[config.mk]
export PLATFORM = sky130hd
export DESIGN_NAME = mac_buf_ctrl
export DESIGN_NICKNAME = d
export VERILOG_FILES = /design/src/rtl/mac_buf_ctrl_pkg.sv /design/src/rtl/mac_wrap_ptr.sv /design/src/rtl/mac_buf_ctrl.sv
export SDC_FILE = /design/constraint.sdc
export NUM_CORES = 1
export LEC_CHECK = 0
export BUFFER_PORTS_ARGS = -buffer_cell sky130_fd_sc_hd__buf_2
export CAP_MARGIN = 20
export CELL_PAD_IN_SITES_DETAIL_PLACEMENT = 1
export CELL_PAD_IN_SITES_GLOBAL_PLACEMENT = 1
export CORE_UTILIZATION = 40
export DETAILED_ROUTE_END_ITERATION = 8
export PLACE_DENSITY = 0.7
export SYNTH_ARGS = -nofsm -noshare
export SYNTH_HDL_FRONTEND = slang
export SYNTH_HIERARCHICAL = 1
export SYNTH_SLANG_ARGS = --single-unit
[constraint.sdc]
create_clock -name clk -period 3.7 [get_ports clk]
set_input_delay 0.555 -clock clk [delete_from_list [all_inputs] [get_ports clk]]
set_output_delay 0.555 -clock clk [all_outputs]
set_load 0.005 [all_outputs]
[src/rtl/mac_buf_ctrl_pkg.sv]
// Shared defaults for the MAC operand buffer and its pointer controller.
// All parameters of the buffer blocks take their defaults from here.
package mac_buf_ctrl_pkg;

    localparam int BUF_WIDTH_DEF  = 2;
    localparam int BUF_SIZE_DEF   = 4;
    localparam int DATA_WIDTH_DEF = 16;

    // Last valid slot index; both pointers wrap from here back to slot 0.
    function automatic int ptr_wrap(input int buf_size);
        return buf_size - 1;
    endfunction

endpackage

[src/rtl/mac_wrap_ptr.sv]
// Wrapping slot pointer for the MAC operand buffer.
// Wrap pulses combinationally in the cycle an increment happens at the last slot.
module mac_wrap_ptr
    import mac_buf_ctrl_pkg::*;
#(
    parameter int PtrWidth = BUF_WIDTH_DEF,
    parameter int PtrWrap  = ptr_wrap(BUF_SIZE_DEF)
) (
    input  logic                clk,
    input  logic                rst_n,
    input  logic                Inc,
    output logic [PtrWidth-1:0] Ptr,
    output logic                Wrap
);

    localparam logic [PtrWidth-1:0] WRAP_VAL = PtrWidth'(PtrWrap);
    localparam logic [PtrWidth-1:0] PTR_ONE  = PtrWidth'(1);

    logic [PtrWidth-1:0] ptr_d;
    logic [PtrWidth-1:0] ptr_q;

    // Next pointer value and wrap pulse.
    always_comb begin
        ptr_d = ptr_q;
        Wrap  = 1'b0;
        if (Inc) begin
            if (ptr_q == WRAP_VAL) begin
                ptr_d = '0;
                Wrap  = 1'b1;
            end else begin
                ptr_d = ptr_q + PTR_ONE;
            end
        end else begin
            ptr_d = ptr_q;
        end
    end

    // Pointer register.
    always_ff @(posedge clk or negedge rst_n) begin
        if (!rst_n) begin
            ptr_q <= '0;
        end else begin
            ptr_q <= ptr_d;
        end
    end

    assign Ptr = ptr_q;

endmodule

[src/rtl/mac_buf_ctrl.sv]
// Circular operand buffer with valid/ready on both sides for the MAC input path.
// Full/empty come from pointer equality qualified by the lap bit Round.
module mac_buf_ctrl
    import mac_buf_ctrl_pkg::*;
#(
    parameter int BufferWidth = BUF_WIDTH_DEF,
    parameter int BufferSize  = BUF_SIZE_DEF,
    parameter int DataWidth   = DATA_WIDTH_DEF
) (
    input  logic                   clk,
    input  logic                   rst_n,
    input  logic                   Wr_Valid,
    output logic                   Wr_Ready,
    input  logic [DataWidth-1:0]   Wr_Data,
    output logic                   Rd_Valid,
    input  logic                   Rd_Ready,
    output logic [DataWidth-1:0]   Rd_Data,
    output logic [BufferWidth-1:0] W_Addr,
    output logic [BufferWidth-1:0] R_Addr,
    output logic                   Round,
    output logic [BufferWidth:0]   Count,
    output logic                   Full,
    output logic                   Empty
);

    localparam logic [BufferWidth:0] CNT_ONE = (BufferWidth + 1)'(1);

    logic [DataWidth-1:0] mem_q [BufferSize];

    logic                 wr_fire_s;
    logic                 rd_fire_s;
    logic                 w_wrap_s;
    logic                 r_wrap_s;
    logic                 full_s;
    logic                 empty_s;
    logic                 round_d;
    logic                 round_q;
    logic [BufferWidth:0] count_d;
    logic [BufferWidth:0] count_q;

    // Flags use only registered state, so no input reaches them combinationally.
    assign full_s    = (W_Addr == R_Addr) && round_q;
    assign empty_s   = (W_Addr == R_Addr) && !round_q;
    assign wr_fire_s = Wr_Valid && !full_s;
    assign rd_fire_s = Rd_Ready && !empty_s;

    mac_wrap_ptr #(
        .PtrWidth (BufferWidth),
        .PtrWrap  (ptr_wrap(BufferSize))
    ) u_wr_ptr (
        .clk   (clk),
        .rst_n (rst_n),
        .Inc   (wr_fire_s),
        .Ptr   (W_Addr),
        .Wrap  (w_wrap_s)
    );

    mac_wrap_ptr #(
        .PtrWidth (BufferWidth),
        .PtrWrap  (ptr_wrap(BufferSize))
    ) u_rd_ptr (
        .clk   (clk),
        .rst_n (rst_n),
        .Inc   (rd_fire_s),
        .Ptr   (R_Addr),
        .Wrap  (r_wrap_s)
    );

    // Lap bit and occupancy next-state; simultaneous wraps cancel.
    always_comb begin
        round_d = round_q ^ (w_wrap_s ^ r_wrap_s);
        count_d = count_q;
        case ({wr_fire_s, rd_fire_s})
            2'b10:   count_d = count_q + CNT_ONE;
            2'b01:   count_d = count_q - CNT_ONE;
            default: count_d = count_q;
        endcase
    end

    // Round and Count registers.
    always_ff @(posedge clk or negedge rst_n) begin
        if (!rst_n) begin
            round_q <= 1'b0;
            count_q <= '0;
        end else begin
            round_q <= round_d;
            count_q <= count_d;
        end
    end

    // Storage array; contents are don't-care after reset.
    always_ff @(posedge clk) begin
        if (wr_fire_s) begin
            mem_q[W_Addr] <= Wr_Data;
        end
    end

    assign Rd_Data  = mem_q[R_Addr];
    assign Wr_Ready = !full_s;
    assign Rd_Valid = !empty_s;
    assign Full     = full_s;
    assign Empty    = empty_s;
    assign Round    = round_q;
    assign Count    = count_q;

endmodule
=== Word-level counts from Yosys, hierarchy flattened ===
Memory sizes are Yosys's and may differ from the RTL's.
Index checks and enable logic that the tools add are counted.

* Memory bits (writable): 64
* Word-level logic and storage cells: 33
* Register bits: 8
* Memories kept: 1
* Bits of input ports: 20
* Output and inout bits: 28

{| class="wikitable"
|+ Memory list
! memory !! depth !! bits a word !! rd ports !! clocked after memory_dff !! wr ports !! RTL line !! text
|-
| mem_q || 4 || 16 || 1 || 0 || 1 || mac_buf_ctrl.sv:28 || <nowiki>logic [DataWidth-1:0] mem_q [BufferSize];</nowiki>
|}

* Equality and inequality tests: 5
* Muxes and demuxes: 9
* Reductions and logical operators: 8
* Add/subtract/negate cells: 4
* Bitwise logic cells: 2

{| class="wikitable"
|+ Operators by type and width
! cell !! number
|-
| == test 2 bit (second input constant) || 3
|-
| two-way mux 1 bit || 6
|-
| case mux 3 bit (2 select lines) || 1
|-
| adder 2 x 1 -> 2 bit (second input constant) || 2
|-
| logical AND 1 bit || 4
|-
| two-way mux 2 bit || 2
|-
| adder 3 x 1 -> 3 bit (second input constant) || 1
|-
| logical NOT 1 bit || 3
|-
| subtractor 3 x 1 -> 3 bit (second input constant) || 1
|-
| == test 2 x 1 -> 1 bit (second input constant) || 1
|-
| == test 2 bit || 1
|-
| nonzero test 2 bit || 1
|-
| bitwise XOR 1 bit || 2
|}

=== Depth between registers and ports, before layout ===
* Word-level depth: 7
* Mapped depth: 9
* Depth with buffers taken out: 9

=== By module ===
Netlist, hierarchy kept.

{| class="wikitable"
|+ Modules (own cells, without submodules)
! module !! seq. area each (µm²) !! area an instance (µm²) !! times used !! cells each
|-
| mac_buf_ctrl || 2021.9 || 2631.3 || 1 || 120
|-
| mac_wrap_ptr || 50.0 || 101.3 || 2 || 7
|}

=== Worst setup path after synthesis ===
No wires, ideal clock.

* Path kind: register to register
* From: reg u_rd_ptr.ptr_q[0], in the netlist u_rd_ptr/Ptr[0]
* To: mem mem_q[0][0] (netlist name) (enable)
* Path slack: 800 ps
* Library setup time: 436 ps
* Buffers on the path: 1
* Period minus slack after synthesis: 2900 ps
* Cell stages (with the launch flop): 4
* Arrival: 2464 ps
* Data required time: 3264 ps
* Path through: dfrtp_1 > buf_6 > nor3b_1 > nor4b_1

* Word-level cells in the longest chain between the ends: 6

{| class="wikitable"
|+ Ends and longest elaborated chain
! what !! RTL line !! text
|-
| from (decl) || mac_wrap_ptr.sv:20 || <nowiki>logic [PtrWidth-1:0] ptr_q;</nowiki>
|-
| from (signal assigned) || mac_wrap_ptr.sv:43 || <nowiki>ptr_q <= ptr_d;</nowiki>
|-
| == test 2 bit || mac_buf_ctrl.sv:42 || <nowiki>assign full_s = (W_Addr == R_Addr) && round_q;</nowiki>
|-
| logical AND 1 bit || mac_buf_ctrl.sv:42 ||
|-
| logical NOT 1 bit || mac_buf_ctrl.sv:44 || <nowiki>assign wr_fire_s = Wr_Valid && !full_s;</nowiki>
|-
| logical AND 1 bit || mac_buf_ctrl.sv:44 ||
|-
| two-way mux 1 bit || mac_buf_ctrl.sv:93 || <nowiki>if (wr_fire_s) begin</nowiki>
|-
| two-way mux 1 bit (implied by the code) || mac_buf_ctrl.sv:94 || <nowiki>mem_q[W_Addr] <= Wr_Data;</nowiki>
|-
| to (decl) || mac_buf_ctrl.sv:28 ||
|}

Every way passes these cells.

=== Final worst setup path ===
* From: reg u_wr_ptr.ptr_q[0], in the netlist u_wr_ptr/Ptr[0]
* To: reg count_q[2], in the netlist Count[2]

* Word-level cells in the longest chain between the ends: 6
* Elaborated cells between the ends (all ways): 11
* Those cells by class: 3 x eq/ne; 1 x mux; 7 x reduce/logical

{| class="wikitable"
|+ Ends and longest elaborated chain
! what !! RTL line !! text
|-
| from (decl) || mac_wrap_ptr.sv:20 ||
|-
| from (signal assigned) || mac_wrap_ptr.sv:43 ||
|-
| == test 2 bit * || mac_buf_ctrl.sv:43 || <nowiki>assign empty_s = (W_Addr == R_Addr) && !round_q;</nowiki>
|-
| logical AND 1 bit * || mac_buf_ctrl.sv:43 ||
|-
| logical NOT 1 bit * || mac_buf_ctrl.sv:45 || <nowiki>assign rd_fire_s = Rd_Ready && !empty_s;</nowiki>
|-
| logical AND 1 bit * || mac_buf_ctrl.sv:45 ||
|-
| named net rd_fire_s || mac_buf_ctrl.sv:31 || <nowiki>logic rd_fire_s;</nowiki>
|-
| == test 2 x 1 -> 1 bit / == test 2 bit (equally long branches) || mac_buf_ctrl.sv:73 || <nowiki>case ({wr_fire_s, rd_fire_s})</nowiki>
|-
| case mux 3 bit (2 select lines) / nonzero test 2 bit (equally long branches) || -- ||
|-
| to (signal assigned) || mac_buf_ctrl.sv:87 || <nowiki>count_q <= count_d;</nowiki>
|-
| to (decl) || mac_buf_ctrl.sv:39 || <nowiki>logic [BufferWidth:0] count_q;</nowiki>
|}

The timed path passes the listed nets; every way through them passes the cells marked *.
A chain may end at the register's enable or synchronous reset.

==> flow_metrics.env <==
export IMPL_h_tree_depth=3
export IMPL_power_leakage_nw=1.26
export IMPL_clk_latency_ns=0.34
export IMPL_fin_util_pct=50.6
export IMPL_die_w_um=86.2
export IMPL_maxSlewViolCount=0
export IMPL_worstSetupPathType="reg2reg"
export IMPL_max_freq_ghz=0.406
export IMPL_grtUsageTotal_pct=15.0
export IMPL_synth_top_area_share_pct=67.8
export IMPL_ctsLongestPathBuffers=2
export IMPL_area_growth_pct=22.1
export IMPL_io_pins=48
export IMPL_yosysTopAreaCell="edfxtp_1"
export IMPL_rsz0062_at_grt="false"
export IMPL_r2r_start="u_wr_ptr/Ptr[0]$_DFFE_PN0P_"
export IMPL_irDropWorstVdd_v=0.000389
export IMPL_vias=1413
export IMPL_stdcell_count=294
export IMPL_drv_cap=0
export IMPL_die_height_um=86.2
export IMPL_remaining_drc_errors=0
export IMPL_dp_cells=277
export IMPL_powerDensity_nw_per_um2=814
export IMPL_skew_ns=0.00629
export IMPL_place_gp_congestion=0.688
export IMPL_yosysSeqAreaShare_pct=74.9
export IMPL_hold_viol=0
export IMPL_nNetsFinal=217
export IMPL_start_kind="register"
export IMPL_dieArea_um2=7430
export IMPL_gr_total_overflow=0
export IMPL_endpoint_kind="register"
export IMPL_cp_max_fo=8
export IMPL_drt_iter0_markers=73
export IMPL_cts_tree="yes"
export IMPL_first_pass_iters=4
export IMPL_grt_pass1_wl_um=7870
export IMPL_fin_crit_ns=2.46
export IMPL_synth_area_leaders="edfxtp_1, mux4_2, dfrtp_1, xnor2_1, ha_1"
export IMPL_min_path_type="in2async"
export IMPL_ff2ff_setup_slack_ns=1.24
export IMPL_grt_antenna_before_repair=0
export IMPL_cts_sinks=72
export IMPL_nFillCells=679
export IMPL_startpoint="u_wr_ptr/Ptr[0]$_DFFE_PN0P_"
export IMPL_setup_ws_ns=1.24
export IMPL_rows=30
export IMPL_coreArea_um2=6830
export IMPL_preCtsSetupSlack_ns=1.26
export IMPL_relSlewSlack_pct=34.5
export IMPL_required_ns=3.96
export IMPL_detailed_place_hpwl_um=3340
export IMPL_layout_drive_gt1_share_pct=45.5
export IMPL_syn_area_per_cell_um2=21.1
export IMPL_cts_root_buffer_cell="clkbuf_8"
export IMPL_cts_repair_resized=0
export IMPL_grt_pass1_vias=1596
export IMPL_wl_per_cell_um=17.0
export IMPL_fin_crit_sh_pct=66.5
export IMPL_clkTransAtPathRegs_ns=0.07
export IMPL_finalPower_mw=2.82
export IMPL_status="complete, no violations"
export IMPL_cts_buffers=9
export IMPL_fin_setup_tns_ns=0
export IMPL_diodes=0
export IMPL_cts_hold_buffers_added=0
export IMPL_ys_types=26
export IMPL_yosys_register_bits=72
export IMPL_synth_area_um2=2830
export IMPL_cts_setup_buffers=0
export IMPL_tightest_slew_ns=0.983
export IMPL_cp_arrival_ns=2.73
export IMPL_setup_viol=0
export IMPL_grt_max_degree=24
export IMPL_synthesis_instances=134
export IMPL_routed_wl_um=5010
export IMPL_start_util_pct=41.5
export IMPL_synthesis_nets=158
export IMPL_io_buffers=47
export IMPL_ant_nets=0
export IMPL_synth_warnings=6
export IMPL_routed_via_density=4.81
-- layer usage --
layer	wire (um)	share of wire (%)	up-vias	global-route usage [%]
met5	0	0	-	0
met4	76	1.5	0	6.82
met3	245	4.9	8	4.67
met2	2620	52	41	25.8
met1	2060	41	713	17.2
li1	-	-	651	-
-- cells by family (layout without fill, tap and decap cells) --
logic type / Yosys count / count (layout) / share of synthesized area [%]
AO/OA/AOI/OAI: 3 / 3 / 0.706
buffers and inverters: 10 / 74 / 1.94
adder cells (fa/ha/maj): 4 / 4 / 2.03
flip-flops: 72 / 72 / 74.9
XOR/XNOR: 7 / 7 / 2.16
multiplexers: 20 / 20 / 14.5
AND/OR/NAND/NOR: 18 / 18 / 3.80
-- state kept, by name (all words and copies together) (netlist names) --
register and flops:
Count 3, Round 1, mem_q 64, u_rd_ptr/Ptr 2, u_wr_ptr/Ptr 2
-- worst max-delay path: stages (launching register included) --
cell and delay (ns):
dfrtp_1 0.52, xnor2_1 0.20, and3b_1 0.23, nor2b_1 0.32
ha_1 0.26, inv_1 0.06, fa_1 0.37, xor2_1 0.15
nor2_1 0.11, xor2_1 0.16
-- final cells by class --
type	instances	area [um2]	area share (%)
inverter	6	22.5	0.651
multi-input combinational	52	702	20.3
timing repair buffer	52	280	8.10
sequential	72	2120	61.3
clock inverter	5	81.3	2.35
tap	96	120	3.47
clock buffer	11	131	3.80
-- final timing paths --
kind,to,cells after the start
worst max-delay path,Count[2]$_DFFE_PN0P_,9
worst min-delay path,Count[2]$_DFFE_PN0P_,1
worst max register to register,Count[2]$_DFFE_PN0P_,9
worst min register to register,Count[2]$_DFFE_PN0P_,1
max in group asynchronous,u_rd_ptr/Ptr[1]$_DFFE_PN0P_,1
min in group clk,mem_q[1][0]$_DFFE_PP_,1
-- cell usage after synthesis (all sizes together) --
library cell and count:
edfxtp 64, mux4 16, dfrtp 8, inv 6
xnor2 5, buf 4, nand2 4, and2 3
ha 3, mux2 2, mux2i 2, nand2b 2
nand3 2, nor2 2, xor2 2, a311oi 1
a31oi 1, and3b 1, fa 1, nor2b 1
nor3b 1, nor4b 1, nor4bb 1, o21ai 1
-- placed cells by master, fill, tap and decap left out --
cell         n
mux2_4       2
nor2b_1      1
clkinv_4     1
and2_1       1
nand3_1      2
clkbuf_8     9
dfrtp_1      8
nand2_1      4
clkinv_2     1
inv_1        6
bufinv_16    2
mux4_2      16
a311oi_4     1
nor4b_2      1
o21ai_0      1
mux2i_1      2
xor2_1       2
xnor2_1      5
and3b_1      1
nor2_1       2
buf_4        4
edfxtp_1    64
clkinvlp_4   1
nand2b_1     2
nor3b_1      1
a31oi_2      1
clkbuf_1     2
nor4bb_4     1
fa_1         1
buf_8        1
and2_2       2
buf_2       47
ha_1         3
-- stage by stage --
step | cell area (um2) | hold slack, ns
floorplan | 2830 | 0.259
detailed placement | 3230 | 0.413
CTS | 3440 | 0.0332
finish | 3460 | 0.0468
global placement | 3230 | 0.408
global route | 3460 | 0.0425
-- power by group --
part	switching [mW]	internal, mW	total [mW]
combinational	0.471	0.497	0.968
sequential	0.102	1.09	1.19
clock	0.279	0.380	0.659
total	0.852	1.97	2.82
Note: power is estimated with default switching activity, not from simulation.
